[src/rtl/alu_seq_pkg.sv]
// Shared encodings for the ALU command sequencer: FSM state codes and default opcodes.
package alu_seq_pkg;

  localparam logic [2:0] IDLE    = 3'd0;
  localparam logic [2:0] LOAD    = 3'd1;
  localparam logic [2:0] EXECUTE = 3'd2;
  localparam logic [2:0] STORE   = 3'd3;
  localparam logic [2:0] FAULT   = 3'd4;

  typedef enum logic [2:0] {
    StIdle    = IDLE,
    StLoad    = LOAD,
    StExecute = EXECUTE,
    StStore   = STORE,
    StFault   = FAULT
  } state_e;

  localparam int unsigned OP_ADD = 0;
  localparam int unsigned OP_SUB = 1;
  localparam int unsigned OP_AND = 2;
  localparam int unsigned OP_OR  = 3;
  localparam int unsigned OP_SLT = 4;
  localparam int unsigned OP_SLL = 5;
  localparam int unsigned OP_XOR = 6;

endpackage

[src/rtl/alu_cmd_fifo.sv]
// Flop-based first-word-fall-through command queue; dout always shows the head entry.
module alu_cmd_fifo #(
  parameter int unsigned Width = 3,
  parameter int unsigned Depth = 4,
  localparam int unsigned Aw   = $clog2(Depth)
) (
  input  logic             clk,
  input  logic             reset_n,
  input  logic             push,
  input  logic             pop,
  input  logic [Width-1:0] din,
  output logic [Width-1:0] dout,
  output logic             full,
  output logic             empty,
  output logic [Aw:0]      level
);

  logic [Width-1:0] mem_q [Depth];
  logic [Aw-1:0]    wr_ptr_q, rd_ptr_q;
  logic [Aw:0]      level_q;
  logic             do_push, do_pop;

  assign full    = (level_q == (Aw+1)'(Depth));
  assign empty   = (level_q == '0);
  assign do_push = push & ~full;
  assign do_pop  = pop & ~empty;
  assign dout    = mem_q[rd_ptr_q];
  assign level   = level_q;

  // Pointers are exactly Aw bits wide, so they wrap modulo Depth on their own.
  always_ff @(posedge clk or negedge reset_n) begin
    if (!reset_n) begin
      wr_ptr_q <= '0;
      rd_ptr_q <= '0;
      level_q  <= '0;
    end else begin
      if (do_push) wr_ptr_q <= wr_ptr_q + 1'b1;
      if (do_pop)  rd_ptr_q <= rd_ptr_q + 1'b1;
      if (do_push && !do_pop)      level_q <= level_q + 1'b1;
      else if (do_pop && !do_push) level_q <= level_q - 1'b1;
    end
  end

  always_ff @(posedge clk) begin
    if (do_push) mem_q[wr_ptr_q] <= din;
  end

endmodule

[src/rtl/alu_sequencer.sv]
// Queued ALU control sequencer: LOAD -> EXECUTE -> STORE per command, illegal-opcode fault path.
// Optional EXECUTE watchdog enabled by defining ALU_SEQ_TIMEOUT_EN.
module alu_sequencer
  import alu_seq_pkg::*;
#(
  parameter int unsigned OPW            = 3,
  parameter int unsigned NUM_OPS        = 7,
  parameter int unsigned DEPTH          = 4,
`ifdef ALU_SEQ_TIMEOUT_EN
  parameter int unsigned TIMEOUT_CYCLES = 64,
`endif
  localparam int unsigned Lw            = $clog2(DEPTH) + 1
) (
  input  logic               clk,
  input  logic               reset_n,
  input  logic               cmd_valid,
  input  logic [OPW-1:0]     cmd_opcode,
  output logic               cmd_ready,
  input  logic               op_done,
  output logic               load_a,
  output logic               load_b,
  output logic               load_out,
  output logic [NUM_OPS-1:0] start_op,
  output logic [OPW-1:0]     sel_op,
  output logic               done,
  output logic               err_illegal,
  output logic               busy,
  output logic [Lw-1:0]      q_level
`ifdef ALU_SEQ_TIMEOUT_EN
  ,
  output logic               timeout_err
`endif
);

  state_e         state_q, state_d;
  logic [OPW-1:0] op_q, op_d;
  logic           first_q, done_q, err_q;
  logic           fifo_full, fifo_empty, fifo_pop;
  logic [OPW-1:0] fifo_dout;
  logic           head_legal;

  alu_cmd_fifo #(
    .Width (OPW),
    .Depth (DEPTH)
  ) u_fifo (
    .clk     (clk),
    .reset_n (reset_n),
    .push    (cmd_valid & ~fifo_full),
    .pop     (fifo_pop),
    .din     (cmd_opcode),
    .dout    (fifo_dout),
    .full    (fifo_full),
    .empty   (fifo_empty),
    .level   (q_level)
  );

  assign fifo_pop   = (state_q == StIdle) & ~fifo_empty;
  assign head_legal = ({1'b0, fifo_dout} < (OPW+1)'(NUM_OPS));
  assign cmd_ready  = ~fifo_full;
  assign busy       = (state_q != StIdle) | (q_level != '0);
  assign sel_op     = op_q;
  assign done       = done_q;
  assign err_illegal = err_q;

`ifdef ALU_SEQ_TIMEOUT_EN
  localparam int unsigned Tw = $clog2(TIMEOUT_CYCLES + 1);
  logic [Tw-1:0] tmo_cnt_q;
  logic          tmo_fire, tmo_err_q;

  // Counter holds the number of EXECUTE cycles already completed.
  always_ff @(posedge clk or negedge reset_n) begin
    if (!reset_n) begin
      tmo_cnt_q <= '0;
      tmo_err_q <= 1'b0;
    end else begin
      tmo_err_q <= tmo_fire;
      if (state_q == StLoad)         tmo_cnt_q <= '0;
      else if (state_q == StExecute) tmo_cnt_q <= tmo_cnt_q + 1'b1;
    end
  end

  assign timeout_err = tmo_err_q;
`endif

  always_comb begin
    state_d  = state_q;
    op_d     = op_q;
    load_a   = 1'b0;
    load_b   = 1'b0;
    load_out = 1'b0;
    start_op = '0;
`ifdef ALU_SEQ_TIMEOUT_EN
    tmo_fire = 1'b0;
`endif
    unique case (state_q)
      StIdle: begin
        if (!fifo_empty) begin
          op_d    = fifo_dout;
          state_d = head_legal ? StLoad : StFault;
        end
      end
      StLoad: begin
        load_a  = 1'b1;
        load_b  = 1'b1;
        state_d = StExecute;
      end
      StExecute: begin
        for (int unsigned i = 0; i < NUM_OPS; i++) begin
          start_op[i] = first_q && (op_q == OPW'(i));
        end
        if (op_done) begin
          state_d = StStore;
`ifdef ALU_SEQ_TIMEOUT_EN
        end else if (tmo_cnt_q == Tw'(TIMEOUT_CYCLES - 1)) begin
          state_d  = StIdle;
          tmo_fire = 1'b1;
`endif
        end
      end
      StStore: begin
        load_out = 1'b1;
        state_d  = StIdle;
      end
      StFault: state_d = StIdle;
      default: state_d = StIdle;
    endcase
  end

  always_ff @(posedge clk or negedge reset_n) begin
    if (!reset_n) begin
      state_q <= StIdle;
      op_q    <= '0;
      first_q <= 1'b0;
      done_q  <= 1'b0;
      err_q   <= 1'b0;
    end else begin
      state_q <= state_d;
      op_q    <= op_d;
      first_q <= (state_q == StLoad);
      done_q  <= (state_q == StStore);
      err_q   <= (state_q == StFault);
    end
  end

endmodule

[config.mk]
export PLATFORM = sky130hd
export DESIGN_NAME = alu_sequencer
export DESIGN_NICKNAME = d
export VERILOG_FILES = /design/src/rtl/alu_seq_pkg.sv /design/src/rtl/alu_cmd_fifo.sv /design/src/rtl/alu_sequencer.sv
export SDC_FILE = /design/constraint.sdc
export NUM_CORES = 1
export LEC_CHECK = 0
export BUFFER_PORTS_ARGS = -buffer_cell sky130_fd_sc_hd__buf_2
export CAP_MARGIN = 20
export CORE_MARGIN = 10
export CORE_UTILIZATION = 25
export CTS_BUF_LIST = sky130_fd_sc_hd__clkbuf_4 sky130_fd_sc_hd__clkbuf_8 sky130_fd_sc_hd__clkbuf_16
export CTS_CLUSTER_SIZE = 8
export DETAILED_ROUTE_END_ITERATION = 8
export HOLD_SLACK_MARGIN = 0.05
export RECOVER_POWER = 100
export SYNTH_ARGS = -nofsm -noshare
export SYNTH_HDL_FRONTEND = slang
export SYNTH_HIERARCHICAL = 1
export SYNTH_SLANG_ARGS = --single-unit
[constraint.sdc]
create_clock -name clk -period 6.2 [get_ports clk]
set_input_delay 0.62 -clock clk [delete_from_list [all_inputs] [get_ports clk]]
set_output_delay 0.62 -clock clk [all_outputs]
set_load 0.05 [all_outputs]
==> results of run 1 <==
state kept, by name (all words and copies together) (netlist names):
register,flops
first_q,1
u_fifo/rd_ptr_q,2
state_q,3
sel_op,3
done,1
err_illegal,1
u_fifo/mem_q,12
u_fifo/level,3
u_fifo/wr_ptr_q,2
cells in the final DEF (no fill, tap or decap), types with 3 or more instances in the layout:
cell type and instances:
mux2_2 5, clkbuf_1 24, nor2_1 3, clkbuf_8 3, edfxtp_1 12, inv_1 5, dfrtp_1 16, nor3b_1 4
and2_0 4, nor4_1 3, xnor2_1 5, ha_1 5, mux4_2 3, nor3_1 6
layout make-up:
class,count,share of cell area
clock buffer,3,0.0273
clock inverter,1,0.0198
inverter,5,0.0124
multi-input combinational,54,0.315
sequential,28,0.502
tap,70,0.0578
timing repair buffer,26,0.0661
worst register-to-register path, stage by stage (launching register included):
cell	delay, ns
dfrtp_1	0.48
nor3_1	0.13
nor4_1	0.82
nand2b_1	0.22
ha_1	0.27
inv_1	0.08
fa_1	0.41
mux2_2	0.28
stage by stage:
stage / utilization / std cells
final: 0.295 / 187
after global routing: 0.295 / 187
after CTS: 0.308 / 187
after detailed placement: 0.294 / 183
after global placement: 0.294 / 183
after floorplan: - / 93
worst paths after layout:
check                           startpoint                 end  slack [ns]
setup / recovery           u_fifo/level[0]     u_fifo/level[1]        3.40
hold / removal                     reset_n  u_fifo/wr_ptr_q[0]        0.43
setup reg to reg           u_fifo/level[0]     u_fifo/level[1]        3.40
hold reg to reg            u_fifo/level[2]     u_fifo/level[2]        0.56
max in group asynchronous          reset_n                done        5.24
min in group clk           u_fifo/level[2]     u_fifo/level[2]        0.56
cells by family after synthesis:
group | share of synthesized area
AND/OR/NAND/NOR | 0.174
flip-flops | 0.570
buffers and inverters | 0.0441
multiplexers | 0.0957
XOR/XNOR | 0.0460
adder cells (fa/ha/maj) | 0.0619
AO/OA/AOI/OAI | 0.00750
routing by layer:
layer / wire (um) / share of wire / vias up / global-route usage
met3: 160 / 0.063 / 2 / 0.0248
li1: - / - / 376 / -
met1: 1240 / 0.49 / 388 / 0.0781
met2: 1130 / 0.44 / 25 / 0.0946
met5: 0 / 0 / - / 0
met4: 12 / 0.0047 / 0 / 0.0116
==> metrics.yaml, run 1 <==
worst_setup_path:
  r2r_cells: 7
  crit_buf_inv: 1
  path_delay_family: "simple AND/OR/NAND/NOR gates"
  path_depth: 7
  crit_chain: "nor3_1 -> nor4_1 -> nand2b_1 -> ha_1 -> inv_1 -> fa_1 -> mux2_2"
  cpPeakStageDelay_ns: 0.82
  worstSetupEndpointType: "register"
  critical_path_class: "register to register"
  worstPathMaxFanout: 6
  cp_data_arrival_time_ns: 2.97
  start_kind: "register"
  crit_path_top_delay_cell: "nor4_1"
  crit_required_ns: 6.36
hold_path:
  hold_path.class: "primary input to asynchronous set/reset pin"
routing:
  postRouteAntennaNets: 0
  drtIter0Drc: 18
  wl_per_cell_um: 13.6
  drcViolationCount: 0
  wirelength_mm: 2.54
  vias_per_cell: 4.23
  vias: 791
  drtPass1Iterations: 4
timing:
  setup_violations: 0
  rsz0062_at_grt: "false"
  period_share: 0.452
  skew_ns: 0.00530
  hold_slack_ns: 0.426
  finalWorstSetupSlack_ns: 3.40
  finalSetupTns_ns: 0
  worstMarginPinSlew_ns: 1.06
  period_needed_ns: 2.80
  max-slew-margin-rel: 0.286
  fmax_mhz: 357
  hold_viol: 0
  drv_slew: 0
yosys:
  synth_most_common_cell: "dfrtp_1"
  yosysWarnings: 6
  synth_seq_cells: 28
  synth_edf_count: 12
  synth_area_leaders: "dfrtp_1 30%, edfxtp_1 27%, mux4_2 5.1%"
  synth_cell_types: 31
  synthTopCellsByCount: "16 x dfrtp_1, 12 x edfxtp_1, 6 x nor3_1"
  avgSynthCellArea_sq_um: 14.3
  yosysSeqAreaShare: 0.570
  ys.flop_type: "dfrtp_1"
  yosys.area.top_type_share: 0.300
  syn_inst: 93
  synthesis.nets: 106
  synth_top_area_cell: "dfrtp_1"
  syn_area_sq_um: 1330
  async_flop_share: 0.571
floorplanning:
  rows: 26
  core_sq_um: 5140
  die_x_um: 93.0
  die_area_sq_um: 8660
  start_util: 0.259
  ios: 27
  die_h_um: 93.0
global_routing:
  grt_max_degree: 17
  grt-ovfl-total: 0
  grt.total_usage: 0.0609
  grt_pass1_wl_mm: 4.34
  antenna_found_initial: 0
  grt_pass1_vias: 895
clock_network:
  clk_pin_slew_ns: 0.09
  htreeDepth: 1
  clockBufferDepth: 2
  hold_buffers: 0
  cts.root.buffer_cell: "clkbuf_8"
  cts_resized: 0
  cts_buffers: 3
  clock_sinks: 28
  cts_tree: "built"
  post-cts-setup-buffers: 0
  clkLatencyLatePin_ns: 0.27
cells_and_area:
  antennaDiodeCount: 0
  nets: 131
  fin_area_sq_um: 1520
  multi_input_area_sq_um: 477
  fillers: 569
  layout-area-overhead-vs-synth_pct: 13.6
  seqCellArea_sq_um: 761
  drive_above_1_share: 0.128
status:
  status: "finished clean"
job:
  drv_cap: 0
placement:
  hpwl_mm: 2.04
  pre_cts_slack_ns: 3.77
  finalWeightedCongestion: 0.708
  portBuffers: 26
  placed_area_sq_um: 1510
Power of run 1 is left out: the tool's default activity adds up to more than one toggle a clock period on the data nets, which glitch-free logic cannot reach.
==> run 2, diff against run 1 <==
Clock period 6.2 ns to 2.6 ns, I/O delays scaled along.
==> metrics.yaml, run 2 (same netlist as run 1, synthesis figures left out) <==
worst_setup_path:
  path_delay_family: "adder cells"
  rr_startpoint: "u_fifo/level[0]"
  crit_chain: "nor3_1 -> clkbuf_1 -> nor4_1 -> nand2b_1 -> ha_1 -> inv_1 -> fa_1 -> xor2_1 -> nor2_1 -> xor2_1"
  cp_common_cell: "xor2_1"
  cpPeakStageDelay_ns: 0.47
  r2r_cells: 10
  crit_required_ns: 2.79
  crit_buf_inv: 2
  critical_path_class: "register to register"
  start_kind: "register"
  path_depth: 10
  cp_data_arrival_time_ns: 2.45
  worstSetupEndpointType: "register"
  worstPathMaxFanout: 6
  crit_path_top_delay_cell: "dfrtp_1"
  crit_start: "u_fifo/level[0]"
timing:
  finalWorstSetupSlack_ns: 0.338
  drv_slew: 0
  hold_viol: 0
  fmax_mhz: 442
  setup_violations: 0
  skew_ns: 0.00363
  period_needed_ns: 2.26
  finalSetupTns_ns: 0
  period_share: 0.870
  worstMarginPinSlew_ns: 0.911
  max-slew-margin-rel: 0.393
  rsz0062_at_grt: "false"
routing:
  vias: 784
  drcViolationCount: 0
  postRouteAntennaNets: 0
  vias_per_cell: 4.13
  wl_per_cell_um: 13.0
  wirelength_mm: 2.46
  drtPass1Iterations: 4
  drtIter0Drc: 24
cells_and_area:
  layout-area-overhead-vs-synth_pct: 16.6
  largest_reg_flops: 12
  top_register: "u_fifo/mem_q"
  layout_commonest_cell: "clkbuf_1"
  antennaDiodeCount: 0
  fin_cells: 190
  fin_area_sq_um: 1560
  nets: 134
  layout_common_cells: "25 x clkbuf_1, 16 x dfrtp_1, 12 x edfxtp_1, 6 x nor3_1"
  drive_above_1_share: 0.158
hold_path:
  hold_path.class: "primary input to register"
  hp-start: "cmd_opcode[2]"
  min_path_cells: 1
clock_network:
  clk_pin_slew_ns: 0.09
  htreeDepth: 1
  cts_resized: 0
  cts_tree: "built"
  clkLatencyLatePin_ns: 0.27
  clock_sinks: 28
  cts_buffers: 3
  cts.root.buffer_cell: "clkbuf_8"
  clockBufferDepth: 2
global_routing:
  grt_max_degree: 17
  grt_pass1_wl_mm: 4.17
  grt_pass1_vias: 874
  grt.total_usage: 0.0594
  antenna_found_initial: 0
  grt-ovfl-total: 0
placement:
  dpl.cell_count: 185
  placed_area_sq_um: 1550
  portBuffers: 26
  hpwl_mm: 1.98
  pre_cts_slack_ns: 0.360
  finalWeightedCongestion: 0.782
floorplanning:
  ios: 27
  die_area_sq_um: 8660
  die_x_um: 93.0
  die_h_um: 93.0
  core_sq_um: 5140
  rows: 26
  start_util: 0.259
status:
  status: "finished clean"
job:
  drv_cap: 0
[run 2: changes by cell type in the layout (fill, tap and decap cells not counted)]
cell | before | now
dlygate4sd3_1 | 0 | 1
nor4b_2 | 0 | 2
nor4_2 | 0 | 1
mux2_1 | 0 | 1
nor2b_2 | 0 | 1
clkbuf_1 | 24 | 25
nor2b_1 | 2 | 1
mux2_2 | 5 | 4
buf_2 | 2 | 3
nor4_1 | 3 | 2
nor4b_1 | 2 | 0
[run 2: worst paths after layout]
kind | slack (ns) | to
worst min-delay path | 0.24 | u_fifo/mem_q[3][2]
min in group asynchronous | 0.63 | first_q
worst min register to register | 0.56 | u_fifo/wr_ptr_q[1]
worst max register to register | 0.34 | u_fifo/level[2]
max in group asynchronous | 1.42 | u_fifo/level[0]
worst max-delay path | 0.34 | u_fifo/level[2]
[run 2: worst reg2reg max path: cells and delay by family, from the launching register on]
kind | cells | cell delay [ns]
XOR/XNOR | 2 | 0.33
AND/OR/NAND/NOR | 4 | 0.52
buffers and inverters | 2 | 0.27
adder cells (fa/ha/maj) | 2 | 0.59
flip-flops | 1 | 0.47
[run 2: stage by stage]
stage                     hold slack (ns)  utilization
after floorplan                   -0.0356            -
after global placement              0.186        0.301
after detailed placement            0.199        0.301
after CTS                           0.190        0.316
after global routing                0.244        0.303
final                               0.243        0.303
[run 2: cell type report]
type,count,area (sq um)
sequential,28,761
tap,70,87.6
clock buffer,3,41.3
timing repair buffer,29,119
inverter,5,18.8
fill,564,3580
clock inverter,1,30.0
multi-input combinational,54,498
[run 2: per-layer routing]
metal  vias to the layer above  part of all wire  global-route usage
met3                         2              0.10              0.0320
met1                       373              0.46              0.0649
li1                        383                 -                   -
met2                        26              0.43              0.0970
met4                         0            0.0069              0.0193
met5                         -                 0                   0
[run 2: what timing repair did]
item,in CTS,in global routing
endpoints found under the hold margin,16,0
hold buffers,1,0
buffers inserted,0,0
Power of run 2 is left out for the same reason.
==> run 3, diff against run 2 <==
==> constraint.sdc (replaced) <==
create_clock -name clk -period 2.6 [get_ports clk]
set_input_delay 0.13 -clock clk [delete_from_list [all_inputs] [get_ports clk]]
set_output_delay 0.13 -clock clk [all_outputs]
set_load 0.05 [all_outputs]
==> metrics.yaml, run 3 (same netlist as run 1, synthesis figures left out) <==
clock_network:
  cts_buffers: 3
  cts.root.buffer_cell: "clkbuf_8"
  cts_resized: 0
  clockBufferDepth: 2
  clock_sinks: 28
  post-cts-setup-buffers: 0
  cts_tree: "built"
  clkLatencyLatePin_ns: 0.28
  clk_pin_slew_ns: 0.10
  htreeDepth: 1
placement:
  finalWeightedCongestion: 0.678
  pre_cts_slack_ns: 0.406
  portBuffers: 26
  hpwl_mm: 2.12
timing:
  period_share: 0.894
  drv_slew: 0
  rsz0062_at_grt: "false"
  fmax_mhz: 430
  hold_viol: 0
  period_needed_ns: 2.33
  finalSetupTns_ns: 0
  skew_ns: 0.00866
  max-slew-margin-rel: 0.391
  worstMarginPinSlew_ns: 0.913
  setup_violations: 0
  finalWorstSetupSlack_ns: 0.275
global_routing:
  grt.total_usage: 0.0618
  grt_max_degree: 17
  grt_pass1_vias: 909
  antenna_found_initial: 0
  grt-ovfl-total: 0
  grt_pass1_wl_mm: 4.37
cells_and_area:
  layout_commonest_cell: "clkbuf_1"
  largest_reg_flops: 12
  top_register: "u_fifo/mem_q"
  seqCellArea_sq_um: 761
  layout-area-overhead-vs-synth_pct: 17.1
  layout_common_cells: "24 x clkbuf_1, 16 x dfrtp_1, 12 x edfxtp_1, 6 x nor3_1"
  multi_input_area_sq_um: 500
  fillers: 567
  nets: 134
  drive_above_1_share: 0.158
  antennaDiodeCount: 0
worst_setup_path:
  crit_required_ns: 2.77
  crit_buf_inv: 1
  cp_data_arrival_time_ns: 2.50
  start_kind: "register"
  crit_path_top_delay_cell: "dfrtp_1"
  regToRegSetupSlack_ns: 0.27
  critical_path_class: "register to register"
  crit_chain: "nor3b_1 -> nor2b_1 -> nor2b_2 -> ha_1 -> inv_1 -> fa_1 -> mux2_2"
  r2r_cells: 7
  rr_startpoint: "u_fifo/level[1]"
  cpPeakStageDelay_ns: 0.46
  worstPathMaxFanout: 7
  timing.rr.end: "u_fifo/level[1]"
  path_delay_family: "simple AND/OR/NAND/NOR gates"
  worstSetupEndpointType: "register"
floorplanning:
  die_h_um: 93.0
  core_sq_um: 5140
  ios: 27
  die_area_sq_um: 8660
  rows: 26
  die_x_um: 93.0
  start_util: 0.259
routing:
  drtPass1Iterations: 4
  drtIter0Drc: 30
  wl_per_cell_um: 13.9
  vias_per_cell: 4.16
  vias: 790
  wirelength_mm: 2.65
  drcViolationCount: 0
  postRouteAntennaNets: 0
hold_path:
  min_path_cells: 1
  min_to: "u_fifo/mem_q[2][2]"
  hold_path.class: "primary input to register"
  hp-start: "cmd_opcode[2]"
job:
  drv_cap: 0
status:
  status: "finished clean"
==> run 3: repair_timing <==
| item | in CTS | in global routing |
|---|---|---|
| endpoints found under the setup margin | 0 | 0 |
| endpoints found under the hold margin | 16 | 0 |
| hold buffers | 1 | 0 |
==> run 3: routing by layer <==
metal  global-route usage  share of wire  wire length [um]  vias to the layer above
met2               0.0981           0.44              1170                       28
met5                    0              0                 0                        -
met1               0.0758           0.46              1210                      381
met3               0.0352           0.10               273                        0
met4                    0              0                 0                        0
li1                     -              -                 -                      381
==> run 3: through the flow <==
stage / utilization / cell area (sq um) / hold WS (ns) / cells
4_1_cts: 0.314 / 1610 / 0.0649 / 190
2_1_floorplan: - / 1340 / -0.166 / 93
3_5_place_dp: 0.298 / 1530 / 0.0777 / 185
5_1_grt: 0.304 / 1560 / 0.114 / 190
3_3_place_gp: 0.298 / 1530 / 0.0544 / 185
6_report: 0.304 / 1560 / 0.115 / 190
==> run 3: area by class of cell <==
class	instances	share of cell area
inverter	5	0.0120
timing repair buffer	29	0.0785
multi-input combinational	54	0.321
clock inverter	1	0.0192
tap	70	0.0561
sequential	28	0.487
clock buffer	3	0.0264
==> run 3: worst max path at each step <==
stage / endpoint / start / cells past startpoint / slack (ns)
global placement: u_fifo/level[2] / u_fifo/level[1] / 10 / 0.46
detailed placement: u_fifo/level[2] / u_fifo/level[2] / 9 / 0.41
floorplan: start_op[2] / state_q[0] / 4 / 0.009
CTS: u_fifo/level[2] / u_fifo/level[2] / 9 / 0.38
global route: u_fifo/level[1] / u_fifo/level[0] / 7 / 0.13
finish: u_fifo/level[1] / u_fifo/level[1] / 7 / 0.27
Power of run 3 is left out for the same reason.
